==> src/rtl/fetch_sequencer_if.sv <==
// fetch_sequencer_if: PC, instruction-memory and decode signals of the fetch sequencer.
interface fetch_sequencer_if;
    logic [15:0] pc_in;
    logic        redirect;
    logic        halt;
    logic        imem_req;
    logic [15:0] imem_addr;
    logic        imem_ack;
    logic [15:0] imem_data;
    logic [15:0] instr;
    logic        instr_valid;
    logic        instr_ready;
    logic [15:0] fetch_pc;
    logic        pc_adv;
    logic        fault;
    logic [2:0]  state;
    modport master (
        input  pc_in, redirect, halt, imem_ack, imem_data, instr_ready,
        output imem_req, imem_addr, instr, instr_valid, fetch_pc, pc_adv, fault, state
    );
    modport slave (
        output pc_in, redirect, halt, imem_ack, imem_data, instr_ready,
        input  imem_req, imem_addr, instr, instr_valid, fetch_pc, pc_adv, fault, state
    );
endinterface

==> src/rtl/fetch_sequencer.sv <==
// fetch_sequencer: issues one req/ack fetch per instruction, holds it for decode,
// flushes wrong-path fetches on redirect and raises a sticky fault on memory timeout.
module fetch_sequencer #(
    parameter int TIMEOUT = 16
) (
    input logic              clk,
    input logic              reset,
    fetch_sequencer_if.master bus
);
    typedef enum logic [2:0] {IDLE = 3'd0, SETUP = 3'd1, FETCH = 3'd2, HOLD = 3'd3, DRAIN = 3'd4} state_t;
    localparam int CW = $clog2(TIMEOUT + 1);
    state_t        r_state, w_next;
    logic          r_req, r_fault;
    logic [15:0]   r_addr, r_instr, r_fetch_pc;
    logic [CW-1:0] r_cnt;
    logic          w_busy, w_ack, w_timeout;
    assign w_busy    = (r_state == FETCH) || (r_state == DRAIN);
    assign w_ack     = w_busy & bus.imem_ack;
    // the last allowed request cycle still accepts an ack; only a miss there faults
    assign w_timeout = w_busy & ~bus.imem_ack & (r_cnt == CW'(TIMEOUT - 1));
    always_comb begin
        w_next = r_state;
        case (r_state)
            IDLE:    w_next = (!bus.halt && !r_fault) ? SETUP : IDLE;
            SETUP:   w_next = FETCH;
            FETCH:   w_next = w_ack ? (bus.redirect ? SETUP : HOLD) : w_timeout ? IDLE : bus.redirect ? DRAIN : FETCH;
            DRAIN:   w_next = w_ack ? SETUP : w_timeout ? IDLE : DRAIN;
            HOLD:    w_next = bus.redirect ? SETUP : bus.instr_ready ? (bus.halt ? IDLE : SETUP) : HOLD;
            default: w_next = IDLE;
        endcase
    end
    always_ff @(posedge clk) begin
        if (reset) begin
            r_state    <= IDLE;
            r_req      <= 1'b0;
            r_addr     <= '0;
            r_instr    <= '0;
            r_fetch_pc <= '0;
            r_fault    <= 1'b0;
            r_cnt      <= '0;
        end else begin
            r_state <= w_next;
            r_req   <= (w_next == FETCH) || (w_next == DRAIN);
            if (r_state == SETUP) begin
                r_addr <= bus.pc_in;
                r_cnt  <= '0;
            end else if (w_busy && !bus.imem_ack) begin
                r_cnt <= r_cnt + 1'b1;
            end
            if (r_state == FETCH && bus.imem_ack && !bus.redirect) begin
                r_instr    <= bus.imem_data;
                r_fetch_pc <= r_addr;
            end
            if (w_timeout)
                r_fault <= 1'b1;
        end
    end
    assign bus.imem_req    = r_req;
    assign bus.imem_addr   = r_addr;
    assign bus.instr       = r_instr;
    assign bus.fetch_pc    = r_fetch_pc;
    assign bus.instr_valid = (r_state == HOLD);
    assign bus.pc_adv      = (r_state == HOLD) & bus.instr_ready & ~bus.redirect;
    assign bus.fault       = r_fault;
    assign bus.state       = r_state;
endmodule
==> src/flat_wrapper.sv <==
// flat-port wrapper written by rule: the top's interface ports become plain ports
module fetch_sequencer_flat 
#(
    parameter int TIMEOUT = 16
)
  (clk, reset, bus_pc_in, bus_redirect, bus_halt, bus_imem_ack, bus_imem_data, bus_instr_ready, bus_imem_req, bus_imem_addr, bus_instr, bus_instr_valid, bus_fetch_pc, bus_pc_adv, bus_fault, bus_state);
  fetch_sequencer_if bus_i ();
  input logic clk;
  input logic reset;
  input wire logic [$bits(bus_i.pc_in)-1:0] bus_pc_in;
  input wire logic [$bits(bus_i.redirect)-1:0] bus_redirect;
  input wire logic [$bits(bus_i.halt)-1:0] bus_halt;
  input wire logic [$bits(bus_i.imem_ack)-1:0] bus_imem_ack;
  input wire logic [$bits(bus_i.imem_data)-1:0] bus_imem_data;
  input wire logic [$bits(bus_i.instr_ready)-1:0] bus_instr_ready;
  output wire logic [$bits(bus_i.imem_req)-1:0] bus_imem_req;
  output wire logic [$bits(bus_i.imem_addr)-1:0] bus_imem_addr;
  output wire logic [$bits(bus_i.instr)-1:0] bus_instr;
  output wire logic [$bits(bus_i.instr_valid)-1:0] bus_instr_valid;
  output wire logic [$bits(bus_i.fetch_pc)-1:0] bus_fetch_pc;
  output wire logic [$bits(bus_i.pc_adv)-1:0] bus_pc_adv;
  output wire logic [$bits(bus_i.fault)-1:0] bus_fault;
  output wire logic [$bits(bus_i.state)-1:0] bus_state;
  assign bus_i.pc_in = bus_pc_in;
  assign bus_i.redirect = bus_redirect;
  assign bus_i.halt = bus_halt;
  assign bus_i.imem_ack = bus_imem_ack;
  assign bus_i.imem_data = bus_imem_data;
  assign bus_i.instr_ready = bus_instr_ready;
  assign bus_imem_req = bus_i.imem_req;
  assign bus_imem_addr = bus_i.imem_addr;
  assign bus_instr = bus_i.instr;
  assign bus_instr_valid = bus_i.instr_valid;
  assign bus_fetch_pc = bus_i.fetch_pc;
  assign bus_pc_adv = bus_i.pc_adv;
  assign bus_fault = bus_i.fault;
  assign bus_state = bus_i.state;
  fetch_sequencer #(.TIMEOUT(TIMEOUT)) u_core (.clk(clk), .reset(reset), .bus(bus_i));
endmodule
==> config.mk <==
export PLATFORM = sky130hd
export DESIGN_NAME = fetch_sequencer_flat
export DESIGN_NICKNAME = d
export VERILOG_FILES = /design/src/rtl/fetch_sequencer_if.sv /design/src/rtl/fetch_sequencer.sv /design/src/flat_wrapper.sv
export SDC_FILE = /design/constraint.sdc
export NUM_CORES = 1
export LEC_CHECK = 0
export ABC_CLOCK_PERIOD_IN_PS = 4100
export CAP_MARGIN = 15
export CORE_ASPECT_RATIO = 0.8
export CORE_MARGIN = 2
export CORE_UTILIZATION = 65
export CTS_BUF_LIST = sky130_fd_sc_hd__clkbuf_16
export CTS_CLUSTER_DIAMETER = 60
export CTS_CLUSTER_SIZE = 14
export DETAILED_ROUTE_END_ITERATION = 16
export DONT_BUFFER_PORTS = 1
export GPL_TIMING_DRIVEN = 0
export PLACE_DENSITY = 0.91
export SYNTH_ARGS = -nofsm -noshare
export SYNTH_HDL_FRONTEND = slang
export SYNTH_SLANG_ARGS = --single-unit
==> constraint.sdc <==
create_clock -name clk -period 4.1 [get_ports clk]
set_clock_uncertainty 0.15 [all_clocks]
set_input_delay 1.025 -clock clk [delete_from_list [all_inputs] [get_ports clk]]
set_output_delay 1.025 -clock clk [all_outputs]
set_load 0.02 [all_outputs]
[Word level (Yosys, flattened, before mapping)]
Cells that the tools add are included.
W data, S select, Z words.
Word-level totals
  register bits after elaboration: 58
Cells by class
  $add $sub $neg: 1
  eq/ne operators: 7
  mux-type cells: 11
  bitwise gates (word level): 7
  reduce and logical (&&, ||, !) cells: 12
Operators with widths (count)
  $mux W3: 7
  $pmux W3 S5: 1
  $eq A3 B2 Y1 const B: 3
  $eq A3 B3 Y1 const B: 2
  $add A5 B1 Y5 const B: 1
  $and A1 B1 Y1: 5
  $eq A5 B4 Y1 const B: 1
  $logic_and A1 B1 Y1: 4
  $logic_not A1 Y1: 4
  $eq A3 B1 Y1 const B: 1
  $logic_not A3 Y1: 1
  $logic_or A1 B1 Y1: 2
  $mux W1: 2
  $mux W2: 1
  $not A1 Y1: 2
  $reduce_or A2 Y1: 1

[Logic depth before layout (Yosys ltp)]
  word-level depth: 9
  mapped depth: 6
  gate-level depth less buffers: 6

[Worst setup path after synthesis]
Ideal clock, no wire load.
  path type: in2out
  start: in bus_redirect
  end: out bus_pc_adv
  arrival: 1623 ps
  data required time: 2925 ps
  setup slack: 1302 ps
  stages on the path: 2
  path buffers: 0
  cell sequence: nand2b_1 > nor3_1
Between the ends
  word-level cells in the longest chain between the ends: 2
RTL lines
  start, declared: RTL line flat_wrapper.sv:11  | input wire logic [$bits(bus_i.redirect)-1:0] bus_redirect;
  $not A1 Y1: RTL line fetch_sequencer.sv:63  | assign bus.pc_adv = (r_state == HOLD) & bus.instr_ready & ~bus.redirect;
  $and A1 B1 Y1: RTL line fetch_sequencer.sv:63
  end, declared: RTL line flat_wrapper.sv:21  | output wire logic [$bits(bus_i.pc_adv)-1:0] bus_pc_adv;
Every way passes these cells.

[Worst setup path after layout]
  start: reg u_core.r_state[1], in the netlist u_core.bus.state[1]
  end: out bus_pc_adv
Between the ends
  word-level cells in the longest chain between the ends: 3
RTL lines
  start, declared: RTL line fetch_sequencer.sv:12  | state_t r_state, w_next;
  start signal, assigned: RTL line fetch_sequencer.sv:42  | r_state <= w_next;
  $eq A3 B2 Y1: RTL line fetch_sequencer.sv:63
  $and A1 B1 Y1 (2 in a row): RTL line fetch_sequencer.sv:63
Every way passes these cells.

==> impl_results.md <==
* Status: finished clean
* Switching power as a share of total power at 0.248
* Startpoint class of the critical path: register
* Routed wire per std cell at 17.0 µm
* Detailed-route wire length at 5720 µm
* Total global routing track utilization at 0.296
* Arr. time, crit path at 1670 ps
* Longest individual stage delay on the worst path at 520 ps
* Number of DRC violations after detailed-routing iteration 0 at 156
* Initial cell density of the core at 0.678
* HPWL after DPL at 3940 µm
* Min cycle time layout at 2850 ps
* IR Drop Worst-Case VDD at 0.411 mV
* TritonCTS clock tree: yes
* Final Cycle Share at 0.695
* Combinational share of power at 0.072
* Final count of hold timing violations at 0
* Inst Count DP at 320
* Clock network power share at 0.498
* Worst slack on hold paths at 350 ps
* Drt drc at 0
* Worst skew pair latency at 330 ps
* Total power consumption of the routed design at 1.43 mW
* Yosys warnings at 0
* Maximum clock path buffer count at 2
* Slack of the critical path at 1250 ps
* Max-cap violation count at 0
* Leakage dissipation at 0.899 nW
* Actual transition at the worst max-transition pin at 608 ps
* Net count reported at finish at 329
* Power density relative to cell area at 537 nW/µm²
* Slew Limit Headroom at 0.592
* Most area-hungry cell type in the Yosys netlist: sky130_fd_sc_hd__dfxtp_1
* # hold bufs at CTS at 0
* Kind of cell with the highest combined delay on the critical path: simple AND/OR/NAND/NOR gates
* CTS resizes at 0
* Mapped cell area at 2320 µm²
* Register share of total power at 0.430
* Hold Path Class: reg2reg
* Growth of design area from synthesis to finish at 14.6%
* Number of setup violations in the final report at 0
* Core footprint at 3420 µm²
* Antenna cell count at 0
* Critical path data required time at 2920 ps
* Total of buffers placed on input and output ports at 0
* Kind of capture point of the worst setup path: output port
* Number of flip-flops and latches in the synthesized netlist at 58
* Wire length of the first global-routing pass at 9260 µm
* Share of the synthesized area in the top cell type at 0.501
* Internal at 1.07 mW
* Number of fill cells at 259
* Remaining antenna violation count after routing at 0
* Via/cell ratio at 6.26
* Critical path class: reg2out
* Worst setup timing slack at the placement stage at 1280 ps
* Clock root buffer: sky130_fd_sc_hd__clkbuf_16
* Clock slew at the register clock pins of the worst setup and hold paths at 50 ps
* Crit Path Max Fanout at 10
* Buf+Inv Stages, Crit Path at 1
* Cells after Synth at 278
* Switching power total at 0.355 mW
* Series of cell instances along the critical path: buf_2 > nand2_1 > nor3_1
* GPL Wtd Cong at 0.830
* Buffers inserted during post-CTS setup optimization at 0
* Pin count of the biggest net entering global routing at 11
* Setup TNS at 0 ps
* Unrepaired setup endpoints after global routing: false
* Number of buffers created by CTS at 9
* Final Max Tran Viols at 0
* Fraction of the yosys area taken by sequential cells at 0.501
* Cell with the largest stage delay on the worst path: sky130_fd_sc_hd__nor3_1
* CTS Sinks at 58
* Number of antenna violations at the first check in global routing at 0
* Share of layout cells above drive strength 1 at 0.109
* Most common library cell in the layout ignoring fill and taps: sky130_fd_sc_hd__dfxtp_1
* Cells taking the most area after synthesis: sky130_fd_sc_hd__dfxtp_1 50%, sky130_fd_sc_hd__a21oi_1 11%, sky130_fd_sc_hd__nand3_1 7.3%
* Number of primary I/O pins at 93
* Syn_nets at 318
* Number of standard-cell rows in the floorplan at 19
* Gr ovfl total at 0
* Mean instance size in the synthesized netlist at 8.34 µm²
* Number of H-tree branching levels at 3
* Reg-to-reg slack, setup at 2060 ps
* Die W at 70.8 µm
* Die height at 57.4 µm
* Pre-antenna DRT Iters at 4
* Via count at 2105
* Total die area at 4070 µm²
* Layout Cells excl Fill at 336
* Highest achievable clock rate at 351 MHz
* Vias in the first global route at 1970
* Synth cell types at 35
* Most used cells in the layout excluding fill and tap cells: 58 x sky130_fd_sc_hd__dfxtp_1, 52 x sky130_fd_sc_hd__a21oi_1, 34 x sky130_fd_sc_hd__nand2_1, 34 x sky130_fd_sc_hd__nand3_1, 34 x sky130_fd_sc_hd__o21ai_0
==> metrics by stage <==
stage	util	cell area [µm²]
4_1_cts	0.777	2660
3_5_place_dp	0.693	2370
6_report	0.777	2660
3_3_place_gp	0.693	2370
5_1_grt	0.777	2660
2_1_floorplan	-	2320
==> area by class of cell <==
type / instances / area, µm² / area share
clock buffer: 9 / 225 / 0.0847
tap: 42 / 52.6 / 0.0198
inverter: 2 / 7.51 / 0.00282
multi-input combinational: 192 / 1030 / 0.387
clock inverter: 7 / 61.3 / 0.0231
buffer: 26 / 123 / 0.0461
sequential: 58 / 1160 / 0.437
==> power by group through the flow <==
| stage | combinational, mW | clock, mW | sequential [mW] |
|---|---|---|---|
| 6_report | 0.102 | 0.712 | 0.614 |
| 5_1_grt | 0.115 | 0.737 | 0.616 |
| 4_1_cts | 0.102 | 0.712 | 0.615 |
| 3_5_place_dp | 0.101 | 0 | 0.626 |
| 3_3_place_gp | 0.0986 | 0 | 0.625 |
| 2_1_floorplan | 0.0785 | 0 | 0.621 |
==> registers in the layout, indices dropped and copies added (netlist names) <==
| register | flops |
|---|---|
| u_core.bus.imem_addr | 16 |
| u_core.bus.instr | 16 |
| u_core.bus.fetch_pc | 16 |
| u_core.bus.fault | 1 |
| u_core.r_cnt | 5 |
| u_core.bus.imem_req | 1 |
| u_core.bus.state | 3 |
==> final timing paths <==
path	end	cells after the start	startpoint
hold / removal	u_core.r_cnt[2]	2	u_core.r_cnt[2]
setup reg to reg	u_core.bus.imem_req	6	u_core.r_cnt[0]
hold reg to reg	u_core.r_cnt[2]	2	u_core.r_cnt[2]
setup / recovery	bus_pc_adv	3	u_core.bus.state[1]
==> cell usage after synthesis, drive strengths merged <==
cell type / count
a21oi: 53
inv: 2
nand3: 34
xor2: 1
nor3b: 2
or2: 1
and3b: 1
or3b: 3
nor2b: 1
clkbuf: 15
a2111oi: 1
or4: 2
ha: 2
o21ai: 34
and3: 1
a22o: 1
nand3b: 1
dfxtp: 58
xnor2: 1
nor3: 1
o21ba: 1
a31oi: 2
buf: 11
a311oi: 1
nand2: 34
a211o: 1
nor2: 4
or3: 2
nand2b: 4
o31ai: 2
a211oi: 1
==> worst register-to-register path, cell delays in order, from the launching register on <==
cell,delay [ps]
sky130_fd_sc_hd__dfxtp_1,360
sky130_fd_sc_hd__ha_1,170
sky130_fd_sc_hd__and3_1,170
sky130_fd_sc_hd__ha_1,180
sky130_fd_sc_hd__or3b_2,440
sky130_fd_sc_hd__a31oi_1,310
sky130_fd_sc_hd__a2111oi_2,120
==> cell families (layout without fill, tap and decap cells) <==
| group | Yosys count | in the layout | share of synthesized area |
|---|---|---|---|
| AOI/OAI and AO/OA | 97 | 97 | 0.227 |
| xor gates and xnor gates | 2 | 2 | 0.00755 |
| adders and majority gates | 2 | 2 | 0.0108 |
| buffers and inverters | 28 | 44 | 0.0561 |
| DFF | 58 | 58 | 0.501 |
| and+or+nand+nor | 91 | 91 | 0.198 |
==> metal layers <==
layer	vias to the layer above	part of all wire	wire length, µm	GRT usage
li1	1007	-	-	-
met5	-	0	0	0
met4	0	0.011	65	0.0809
met2	92	0.49	2780	0.478
met3	9	0.10	582	0.154
met1	997	0.40	2290	0.349
Power figures use the tool's default switching activity.
